`config.mk`:
```
export PLATFORM = sky130hd
export DESIGN_NAME = wb_port_arbiter
export DESIGN_NICKNAME = d
export VERILOG_FILES = /design/src/rtl/wb_arb_pkg.sv /design/src/rtl/wb_aux_hold_slot.sv /design/src/rtl/wb_port_arbiter.sv
export SDC_FILE = /design/constraint.sdc
export NUM_CORES = 1
export LEC_CHECK = 0
export ABC_AREA = 1
export BUFFER_PORTS_ARGS = -buffer_cell sky130_fd_sc_hd__buf_2
export CORE_MARGIN = 3
export CORE_UTILIZATION = 50
export DETAILED_ROUTE_END_ITERATION = 10
export GPL_TIMING_DRIVEN = 0
export HOLD_SLACK_MARGIN = 0.05
export PLACE_DENSITY = 0.78
export SETUP_SLACK_MARGIN = 0.5
export SYNTH_ARGS = -nofsm -noshare
export SYNTH_HDL_FRONTEND = slang
export SYNTH_SLANG_ARGS = --single-unit
```
`constraint.sdc`:
```
create_clock -name Clk -period 2 [get_ports Clk]
set_clock_uncertainty 0.1 [all_clocks]
set_input_delay 0.5 -clock Clk [delete_from_list [all_inputs] [get_ports Clk]]
set_output_delay 0.5 -clock Clk [all_outputs]
set_load 0.02 [all_outputs]
```
`src/rtl/wb_arb_pkg.sv`:
```
// Shared types and constants for the register-file write-port arbiter.
package wb_arb_pkg;

  localparam int DATA_W = 32;
  localparam int ADDR_W = 5;

  localparam logic [ADDR_W-1:0] REG_ZERO = 5'd0;

  typedef enum logic [1:0] {
    IDLE  = 2'd0,
    WAIT  = 2'd1,
    FORCE = 2'd2
  } arbState_t;

  // Saturating 16-bit increment used by the optional statistics counters.
  function automatic logic [15:0] satInc16(input logic [15:0] value, input logic inc);
    return (inc && (value != 16'hFFFF)) ? value + 16'd1 : value;
  endfunction

endpackage

```
`src/rtl/wb_aux_hold_slot.sv`:
```
// One-entry holding register for an accepted aux result awaiting a free write-port cycle.
module wb_aux_hold_slot
  import wb_arb_pkg::*;
(
  input  logic              Clk,
  input  logic              Reset_n,
  input  logic              Load,
  input  logic              Clear,
  input  logic              Drain,
  input  logic [ADDR_W-1:0] LoadRegister,
  input  logic [DATA_W-1:0] LoadData,
  output logic              Valid,
  output logic [ADDR_W-1:0] HeldRegister,
  output logic [DATA_W-1:0] HeldData
);

  // Load only happens while empty, so it never coincides with Clear or Drain.
  always_ff @(posedge Clk or negedge Reset_n) begin
    if (!Reset_n) begin
      Valid        <= 1'b0;
      HeldRegister <= REG_ZERO;
      HeldData     <= '0;
    end else if (Load) begin
      Valid        <= 1'b1;
      HeldRegister <= LoadRegister;
      HeldData     <= LoadData;
    end else if (Clear || Drain) begin
      Valid        <= 1'b0;
    end
  end

endmodule

```
`src/rtl/wb_port_arbiter.sv`:
```
// Register-file write-port arbiter: pipeline write-back has priority, aux results wait in a
// 1-entry slot with bounded starvation. Define WB_ARB_STATS_EN to add saturating statistics outputs.
module wb_port_arbiter
  import wb_arb_pkg::*;
#(
  parameter int MAX_WAIT = 4,
  parameter int CNT_W    = 4
) (
  input  logic              Clk,
  input  logic              Reset_n,
  input  logic              PipeRegWrite,
  input  logic [ADDR_W-1:0] PipeWriteRegister,
  input  logic [DATA_W-1:0] PipeWriteData,
  input  logic              AuxValid,
  output logic              AuxReady,
  input  logic [ADDR_W-1:0] AuxWriteRegister,
  input  logic [DATA_W-1:0] AuxWriteData,
  output logic              PipeStall,
  output logic              RFRegWrite,
  output logic [ADDR_W-1:0] RFWriteRegister,
  output logic [DATA_W-1:0] RFWriteData,
  output logic              AuxPending
`ifdef WB_ARB_STATS_EN
  ,
  output logic [15:0]       ConflictCount,
  output logic [15:0]       ForceCount,
  output logic [15:0]       KillCount
`endif
);

  arbState_t        stateReg, stateNext;
  logic [CNT_W-1:0] waitCntReg, waitCntNext;
  logic             pipeStallReg;

  logic              slotValid;
  logic [ADDR_W-1:0] slotRegister;
  logic [DATA_W-1:0] slotData;

  logic pipeEffective, auxAccept, auxCollide, slotLoad, slotKill, slotDrain;

  logic              rfWeNext;
  logic [ADDR_W-1:0] rfRegNext;
  logic [DATA_W-1:0] rfDataNext;

  assign pipeEffective = PipeRegWrite && (PipeWriteRegister != REG_ZERO) && !pipeStallReg;
  assign AuxReady      = Reset_n && !slotValid;
  assign auxAccept     = AuxValid && AuxReady;
  // A same-cycle pipe write to the same register is newer in program order and wins.
  assign auxCollide    = pipeEffective && (PipeWriteRegister == AuxWriteRegister);
  assign slotLoad      = auxAccept && (AuxWriteRegister != REG_ZERO) && !auxCollide;

  assign AuxPending = slotValid;
  assign PipeStall  = pipeStallReg;

  wb_aux_hold_slot slot (
    .Clk          (Clk),
    .Reset_n      (Reset_n),
    .Load         (slotLoad),
    .Clear        (slotKill),
    .Drain        (slotDrain),
    .LoadRegister (AuxWriteRegister),
    .LoadData     (AuxWriteData),
    .Valid        (slotValid),
    .HeldRegister (slotRegister),
    .HeldData     (slotData)
  );

  always_comb begin
    stateNext   = stateReg;
    waitCntNext = waitCntReg;
    slotDrain   = 1'b0;
    slotKill    = 1'b0;
    unique case (stateReg)
      IDLE: begin
        waitCntNext = '0;
        if (slotLoad) stateNext = WAIT;
      end
      WAIT: begin
        if (!pipeEffective) begin
          slotDrain   = 1'b1;
          stateNext   = IDLE;
          waitCntNext = '0;
        end else if (PipeWriteRegister == slotRegister) begin
          slotKill    = 1'b1;
          stateNext   = IDLE;
          waitCntNext = '0;
        end else if (waitCntReg == CNT_W'(MAX_WAIT - 1)) begin
          stateNext   = FORCE;
          waitCntNext = '0;
        end else begin
          waitCntNext = waitCntReg + 1'b1;
        end
      end
      FORCE: begin
        // Pipe is stalled this cycle, so the slot owns the port unconditionally.
        slotDrain   = 1'b1;
        stateNext   = IDLE;
        waitCntNext = '0;
      end
      default: begin
        stateNext   = IDLE;
        waitCntNext = '0;
      end
    endcase
  end

  always_comb begin
    rfWeNext   = 1'b0;
    rfRegNext  = RFWriteRegister;
    rfDataNext = RFWriteData;
    if (pipeEffective) begin
      rfWeNext   = 1'b1;
      rfRegNext  = PipeWriteRegister;
      rfDataNext = PipeWriteData;
    end else if (slotDrain) begin
      rfWeNext   = 1'b1;
      rfRegNext  = slotRegister;
      rfDataNext = slotData;
    end
  end

  always_ff @(posedge Clk or negedge Reset_n) begin
    if (!Reset_n) begin
      stateReg        <= IDLE;
      waitCntReg      <= '0;
      pipeStallReg    <= 1'b0;
      RFRegWrite      <= 1'b0;
      RFWriteRegister <= REG_ZERO;
      RFWriteData     <= '0;
    end else begin
      stateReg        <= stateNext;
      waitCntReg      <= waitCntNext;
      pipeStallReg    <= (stateNext == FORCE);
      RFRegWrite      <= rfWeNext;
      RFWriteRegister <= rfRegNext;
      RFWriteData     <= rfDataNext;
    end
  end

`ifdef WB_ARB_STATS_EN
  logic conflictCycle, forceEntry, auxDropped;

  assign conflictCycle = (stateReg == WAIT) && pipeEffective && (PipeWriteRegister != slotRegister);
  assign forceEntry    = (stateReg == WAIT) && (stateNext == FORCE);
  assign auxDropped    = slotKill || (auxAccept && (AuxWriteRegister != REG_ZERO) && auxCollide);

  always_ff @(posedge Clk or negedge Reset_n) begin
    if (!Reset_n) begin
      ConflictCount <= '0;
      ForceCount    <= '0;
      KillCount     <= '0;
    end else begin
      ConflictCount <= satInc16(ConflictCount, conflictCycle);
      ForceCount    <= satInc16(ForceCount, forceEntry);
      KillCount     <= satInc16(KillCount, auxDropped);
    end
  end
`endif

endmodule

```
Word level (Yosys, flattened, before mapping)
Index checks and enable logic that the tools add are counted.
Word-level totals
  memory bits (writable): 0
  register bits after elaboration: 83
  memories kept: 0
  bits in latches: 0
  ROM bits: 0
Operators by class
  shifts and indexed selects: 0
  div/mod/pow operators: 0
  muxes and demuxes: 22
  equal/unequal tests: 6
  bitwise gates (word level): 0
  multiply operators: 0
  order comparisons: 0
  reductions and logical operators: 16
  add/subtract/negate cells: 1
Operators by type and width (number)
  2-to-1 mux 32 bit: 2
  2-to-1 mux 4 bit: 4
  == test 5 bit: 2
  2-to-1 mux 5 bit: 2
  nonzero test 5 bit: 2
  2-to-1 mux 1 bit: 8
  2-to-1 mux 2 bit: 4
  logical AND 1 bit: 7
  adder 4 x 1 -> 4 bit, second input constant: 1
  == test 2 bit, second input constant: 2
  == test 4 x 2 -> 1 bit, second input constant: 1
  one-hot mux 2 bit (2 select lines): 1
  nonzero test 2 bit: 2
  zero test 1 bit: 3
  == test 2 x 1 -> 1 bit, second input constant: 1
  zero test 2 bit: 1
  one-hot mux 1 bit (2 select lines): 1
  logical OR 1 bit: 1

Logic depth before layout (Yosys ltp)
Gate-level depths: netlist (run 1).
  depth after elaboration: 9
  mapped depth: 11
  gate-level depth less buffers: 11

Hierarchy
A second synthesis (run 1) with hierarchy kept.
Unflattened totals
  cell total of the unflattened synthesis: 453
  area, all modules: 3927.5 um^2
Modules (own cells, without submodules)
  wb_port_arbiter: cells each 292, seq. area each 1126.1 um^2, area each 2453.6 um^2, instances 1
  wb_aux_hold_slot: cells each 161, seq. area each 950.9 um^2, area each 1473.9 um^2, instances 1

Worst setup path after synthesis (run 1)
OpenSTA, ideal clock, no wires.
  path type: input to register
  start: input Reset_n
  end: register slot.HeldData[0]
  setup slack: 0.283 ns
  required time: 1.834 ns
  setup time: 0.066 ns
  stages on the path: 7
  arrival time: 1.552 ns
  cell sequence: inv_1 > nor2_1 > nand3_1 > inv_2 > buf_1 > nand3_1 > nand2_1
On the way
  longest elaborated chain between the ends: 4
RTL lines
  from (decl): line wb_port_arbiter.sv:10  | input logic Reset_n,
  logical AND 1 bit: line wb_port_arbiter.sv:46  | assign AuxReady = Reset_n && !slotValid;
  net AuxReady: line wb_port_arbiter.sv:15  | output logic AuxReady,
  logical AND 1 bit: line wb_port_arbiter.sv:47  | assign auxAccept = AuxValid && AuxReady;
  logical AND 1 bit (2 in a row): line wb_port_arbiter.sv:50  | assign slotLoad = auxAccept && (AuxWriteRegister != REG_ZERO) && !auxCollide;
  to (signal assigned): line wb_aux_hold_slot.sv:26  | HeldData <= LoadData;
  to (decl): line wb_aux_hold_slot.sv:14  | output logic [DATA_W-1:0] HeldData
The timed path passes the listed nets, and every way through them passes these cells.
A chain may end at the register's enable or synchronous reset.

Worst setup path after layout (run 1)
  start: register stateReg[1]
  end: register RFWriteData[4]
On the way
  longest elaborated chain between the ends: 3
  elaborated cells on any way between the ends: 4
  those cells by class: eq/ne: 2; mux: 1; reduce/logical: 1
RTL lines
  from (decl): line wb_port_arbiter.sv:31  | arbState_t stateReg, stateNext;
  from (signal assigned): line wb_port_arbiter.sv:131  | stateReg <= stateNext;
  == test 2 bit or == test 2 x 1 -> 1 bit (tied branches): line wb_port_arbiter.sv:73  | unique case (stateReg)
  one-hot mux 1 bit (2 select lines) *: line wb_port_arbiter.sv:73
  nonzero test 2 bit (no source line) *
  to (signal assigned): line wb_port_arbiter.sv:136  | RFWriteData <= rfDataNext;
  to (decl): line wb_port_arbiter.sv:21  | output logic [DATA_W-1:0] RFWriteData,
Mark *: on every way between the ends. The rest lies on a longest branch, timed or not.

==> metrics.csv, run 1 <==
stage;metric;value;unit
critical_path;cp_max_fo;8;
clocking;clk_pin_slew;80;ps
yosys;synth-compound-area-share;2.36;%
yosys;yosys.area_share.adder;1.31;%
sta;rsz0062_at_grt;yes;
floorplan;die_area;8730;um2
critical_path;crit_family;buffers and inverters;
cells_and_area;nNetsFinal;746;
sta;worst_slack;247;ps
power_and_ir_drop;power_switching_share;36.6;%
min_path;hp-class;primary input to asynchronous set/reset pin;
cells_and_area;fin_area;6630;um2
power_and_ir_drop;static-leakage-power;3.46;nW
critical_path;path_depth;10;
floorplan;core;7330;um2
yosys;postSynthAreaPerCell;8.42;um2
routing;viasPerCell;5.77;
global_routing;grt-ovfl-total;0;
yosys;synth_xor_area_share;1.83;%
yosys;synthSimpleGateAreaFrac;33.6;%
cells_and_area;final_common_cell;nand2_1;
yosys;yosys_warnings;0;
clocking;cts_sinks;83;
critical_path;cp_slowest_cell;dfrtp_1;
cells_and_area;n_antenna_cell;0;
critical_path;arrival;1950;ps
routing;dr.first_iter.drc_count;368;
placement;postPlaceCellArea;4600;um2
yosys;syn_area;3820;um2
global_routing;antenna_found_initial;0;
floorplan;die_w;93.4;um
sta;hold_viol;0;
routing;wire_per_inst;20.6;um
sta;finalCritPeriodShare;87.6;%
power_and_ir_drop;internal_power;4.37;mW
yosys;synth_cell_types;27;
placement;post-place-ws;-427;ps
yosys;ys_ff_latch;83;
critical_path;slowest_delay;450;ps
cells_and_area;mostFrequentLayoutCells;106 x nand2_1, 83 x dfrtp_1, 83 x buf_2;
clocking;cts_root_buf;clkbuf_8;
placement;gp_congestion;0.820;
run_status;outcome;finished, final reports clean;
routing;remaining_drc_errors;0;
critical_path;setup.worst_path.end;RFWriteData[4];
placement;io_buffer_count;118;
floorplan;start_util;52.1;%
floorplan;num_io_pins;119;
global_routing;grt_usage;27.7;%
routing;antenna_left;0;
yosys;synth_fp_nets;536;
routing;totalWireLength;15800;um
power_and_ir_drop;clkPwrFrac;20.2;%
yosys;synthCells;454;
floorplan;rows;31;
sta;slew_headroom;75.6;%
placement;dpl.hpwl;6990;um
global_routing;grt_pass1_vias;3839;
critical_path;rr_worst_depth;10;
yosys;async_reset_ff_share;100;%
global_routing;grt_pass1_wl;18600;um
routing;dr.pass1.iters;5;
sta;worst_pin_slew;364;ps
yosys;seq_area_frac_synth;54.3;%
clocking;htree_levels;3;
clocking;clock_path_buffers;2;
power_and_ir_drop;seqPwrFrac;39.4;%
clocking;clk_latency;370;ps
critical_path;critPathBufInv;4;
critical_path;r2r_end;RFWriteData[4];
yosys;synth_ff_type;dfrtp_1;
critical_path;crit_chain;inv_2, ha_4, nand2_2, nand2_2, nand2_4, buf_6, inv_8, buf_6, nand3_1, nand3_1;
critical_path;endpoint_kind;flop;
sta;finalSetupViolCount;0;
power_and_ir_drop;vdd_ir_drop_max;0.000572;V
clocking;cts_tree;done;
routing;via_count;4429;
critical_path;rr_startpoint;stateReg[1];
power_and_ir_drop;p_comb_share;40.3;%
flow_run;max-cap-violations;0;
cells_and_area;syn_to_final_growth;73.3;%
sta;period_needed;1750;ps
global_routing;grt_max_degree;24;
critical_path;crit_type;flop to flop;
critical_path;r2r_slack;250;ps
yosys;synthMuxAreaShare;0;%
critical_path;crit_start;stateReg[1];
critical_path;startpoint_type;flop;
power_and_ir_drop;p_per_area;1040;nW/um2
critical_path;required;2200;ps
floorplan;die_y;93.4;um
yosys;synth_top_family_by_area;simple AND/OR/NAND/NOR gates;
sta;max_freq;0.571;GHz
yosys;synth-edff-count;0;
cells_and_area;drive_gt1_share;53.5;%
power_and_ir_drop;p_sw;2.52;mW
sta;maxSlewViolCount;0;
clocking;numCtsBuffers;9;
==> power groups by stage <==
stage / Clock (mW) / Combinational (mW) / Sequential, mW
after global routing: 1.47 / 2.94 / 2.74
after floorplan: 0 / 0.821 / 2.69
after CTS: 1.39 / 2.05 / 2.55
after detailed placement: 0 / 1.49 / 2.57
final: 1.39 / 2.78 / 2.71
after global placement: 0 / 1.44 / 2.54
==> flip-flops by register name (all words and copies together) (netlist names) <==
name               flops
slot.HeldData         32
stateReg               2
RFRegWrite             1
RFWriteData           32
PipeStall              1
RFWriteRegister        5
waitCntReg             4
slot.HeldRegister      5
slot.Valid             1
==> worst min path at each step <==
stage / start / end / slack, ps / depth (start not counted)
floorplan: Reset_n / PipeStall / 100 / 0
global placement: waitCntReg[0] / waitCntReg[0] / 350 / 1
detailed placement: waitCntReg[0] / waitCntReg[0] / 360 / 1
CTS: Reset_n / PipeStall / 80 / 2
global route: Reset_n / stateReg[0] / 70 / 2
finish: Reset_n / waitCntReg[3] / 70 / 2
==> cell families after synthesis <==
logic type,after synthesis
xor+xnor,8
flops,83
simple gates,296
compound gates,15
buf+inv,48
fa+ha+maj,4
==> timing repair <==
action                                  in CTS  in global routing
resized for setup                          134                134
hold buffers                                 2                  0
cloned                                      10                  9
setup buffers                               31                 28
endpoints found under the setup margin     114                120
pin swaps                                    8                 22
endpoints found under the hold margin       37                  0
==> area by class of cell <==
cell class              count  area (um2)
plain buffers              25         269
clock buffers              12         155
clock inverters             4        72.6
fillers                   261         706
inverters                  23         114
multi-input cells         324        1990
flip-flops and latches     83        2080
well taps                  99         124
repair buffers            197        1820
repair inverters            1        11.3
==> Yosys cell counts, types with 2 or more instances <==
cell	n	area [um2]
a21oi_1	2	10.0
buf_2	14	70.1
buf_4	3	22.5
buf_6	5	56.3
clkbuf_1	2	7.51
dfrtp_1	83	2080
ha_1	4	50.1
inv_1	18	67.6
inv_2	4	15.0
nand2_1	164	616
nand2_2	3	18.8
nand3_1	104	521
nand4_1	2	12.5
nor2_1	16	60.1
o21ai_0	5	25.0
o21ai_1	4	20.0
o21ai_2	4	35.0
or2_2	2	12.5
xnor2_1	3	26.3
xor2_1	5	43.8
==> stage by stage <==
step | power, mW | TNS [ps] | hold WS [ps] | std cells | util (%)
2_1_floorplan | 3.51 | 0 | 104 | 454 | -
4_1_cts | 5.99 | 0 | 80.5 | 731 | 78.6
3_3_place_gp | 3.98 | -77550 | 350 | 671 | 62.3
5_1_grt | 7.14 | 0 | 65.5 | 768 | 90.4
3_5_place_dp | 4.06 | -16610 | 355 | 672 | 62.8
6_report | 6.88 | 0 | 74.4 | 768 | 90.4
==> layer usage <==
layer / global-route usage (%) / wire (um)
met1: 34.8 / 5550
met2: 47.1 / 7960
met3: 4.99 / 1500
met4: 11.7 / 803
met5: 0 / 0
No activity file was read; power rests on OpenSTA's default activity.
==> run 2, diff against run 1 <==
- CTS_BUF_LIST: not set -> sky130_fd_sc_hd__clkbuf_8
- SETUP_SLACK_MARGIN: 0.5 -> not set
==> run 2 against run 1 <==
Flip-flop and latch count unchanged. Final cell count fell by 10%. Fmax up 6.3%. Setup slack better by 100 ps. Clock power is 18% higher. Die area stayed put. Combinational power shrank 46%. Critical endpoint is now AuxReady. Critical path depth shrank 8.
==> metrics.csv, run 2 (synthesized netlist as in run 1, its figures left out) <==
stage;metric;value;unit
run_status;outcome;finished, final reports clean;
sta;slew_headroom;71.9;%
sta;fin_setup_tns;0;ps
critical_path;startpoint_type;flop;
floorplan;start_util;52.1;%
routing;viasPerCell;4.93;
critical_path;endpoint_kind;primary output;
sta;worst_pin_slew;421;ps
global_routing;antenna_found_initial;0;
placement;postPlaceCellArea;4560;um2
floorplan;core;7330;um2
sta;rsz0062_at_grt;no;
power_and_ir_drop;p_sw;1.82;mW
clocking;cts_root_buf;clkbuf_8;
routing;dr.pass1.iters;4;
sta;hold_viol;0;
cells_and_area;final_common_cell;nand2_1;
sta;finalSetupViolCount;0;
routing;wire_per_inst;13.8;um
critical_path;crit_type;flop to primary output;
power_and_ir_drop;internal_power;3.85;mW
clocking;post-cts-setup-buffer-count;0;
min_path;hp-class;primary input to flop;
clocking;cts_tree;done;
floorplan;num_io_pins;119;
power_and_ir_drop;vdd_ir_drop_max;0.000655;V
sta;max_freq;0.606;GHz
routing;totalWireLength;9500;um
global_routing;grt-ovfl-total;0;
cells_and_area;syn_to_final_growth;27.4;%
cells_and_area;reg.largest.list;RFWriteData x32, slot.HeldData x32;
cells_and_area;n_antenna_cell;0;
clocking;clk_pin_slew;80;ps
placement;gp_congestion;0.818;
placement;post-place-ws;-305;ps
routing;antenna_left;0;
critical_path;cp_max_fo;3;
global_routing;grt_pass1_wl;15700;um
placement;dpl.hpwl;6950;um
global_routing;grt_usage;23.0;%
sta;finalCritPeriodShare;82.5;%
routing;remaining_drc_errors;0;
routing;dr.first_iter.drc_count;166;
cells_and_area;nNetsFinal;668;
floorplan;rows;31;
sta;worst_slack;351;ps
routing;via_count;3395;
global_routing;grt_pass1_vias;3333;
clocking;htree_levels;3;
sta;maxSlewViolCount;0;
cells_and_area;utilization;66.4;%
cells_and_area;mostFrequentLayoutCells;164 x nand2_1, 131 x buf_2, 104 x nand3_1;
power_and_ir_drop;static-leakage-power;2.66;nW
power_and_ir_drop;power_switching_share;32.1;%
floorplan;die_area;8730;um2
power_and_ir_drop;p_comb_share;26.2;%
global_routing;grt_max_degree;44;
power_and_ir_drop;seqPwrFrac;44.8;%
sta;period_needed;1650;ps
clocking;cts_sinks;83;
clocking;clock_path_buffers;2;
power_and_ir_drop;clkPwrFrac;28.9;%
clocking;numCtsBuffers;9;
flow_run;max-cap-violations;0;
placement;io_buffer_count;118;
cells_and_area;drive_gt1_share;29.3;%
power_and_ir_drop;p_per_area;1160;nW/um2
critical_path;arrival;1050;ps
floorplan;die_w;93.4;um
floorplan;die_y;93.4;um
critical_path;required;1400;ps
clocking;clk_latency;330;ps
cells_and_area;fin_area;4870;um2
[run 2: cell count changes in the layout (fill, tap and decap cells not counted), moves of 11 or more]
| cell | delta |
|---|---|
| nand3_2 | -29 |
| buf_4 | -50 |
| nand2_1 | +58 |
| nand2_4 | -14 |
| nand3_1 | +29 |
| buf_8 | -11 |
| nand2_2 | -42 |
| buf_6 | -47 |
| buf_2 | +48 |
[run 2: path summary, 6_finish.rpt]
kind	start	to	slack [ps]	cells after the start
max	slot.Valid	AuxReady	350	2
min	PipeWriteData[9]	RFWriteData[9]	280	3
max reg2reg	slot.HeldRegister[0]	PipeStall	350	7
min reg2reg	RFWriteRegister[3]	RFWriteRegister[3]	370	2
max in group asynchronous	Reset_n	RFWriteData[24]	870	3
min in group asynchronous	Reset_n	RFWriteRegister[1]	710	3
[run 2: worst max-delay path, cell delays in order, from the launching register on]
cell,delay [ps]
dfrtp_1,400
nor2_1,140
buf_2,180
[run 2: repair_timing]
item	4_1_cts	5_1_grt
setup endpoints to repair	1	0
hold buffers	2	0
hold endpoints to repair	40	0
resized for setup	1	0
[run 2: area by class of cell]
type	instances	area, um2
fillers	647	2460
flip-flops and latches	83	2080
multi-input cells	323	1500
repair buffers	121	647
plain buffers	25	160
clock inverters	6	154
clock buffers	9	124
well taps	99	124
inverters	23	88.8
[run 2: routing by layer]
layer / part of all wire [%] / track usage, % / wire length, um / vias up
met5: 0 / 0 / 0 / -
met4: 1.6 / 8.30 / 148 / 0
met3: 7.4 / 4.26 / 699 / 8
met2: 47 / 36.7 / 4430 / 117
met1: 44 / 31.5 / 4210 / 1549
li1: - / - / - / 1721
[run 2: power by group through the flow]
stage	Clock (mW)	Combinational [mW]	Sequential [mW]
2_1_floorplan	0	0.811	2.68
3_3_place_gp	0	1.43	2.54
3_5_place_dp	0	1.49	2.57
4_1_cts	1.67	1.51	2.54
5_1_grt	1.74	1.69	2.61
6_report	1.64	1.49	2.54
[run 2: stage by stage]
stage               std cells  power [mW]  hold WS, ps
floorplan                 454        3.50          104
global placement          671        3.97          348
detailed placement        672        4.05          355
CTS                       689        5.71          268
global route              689        6.05          267
finish                    689        5.67          279
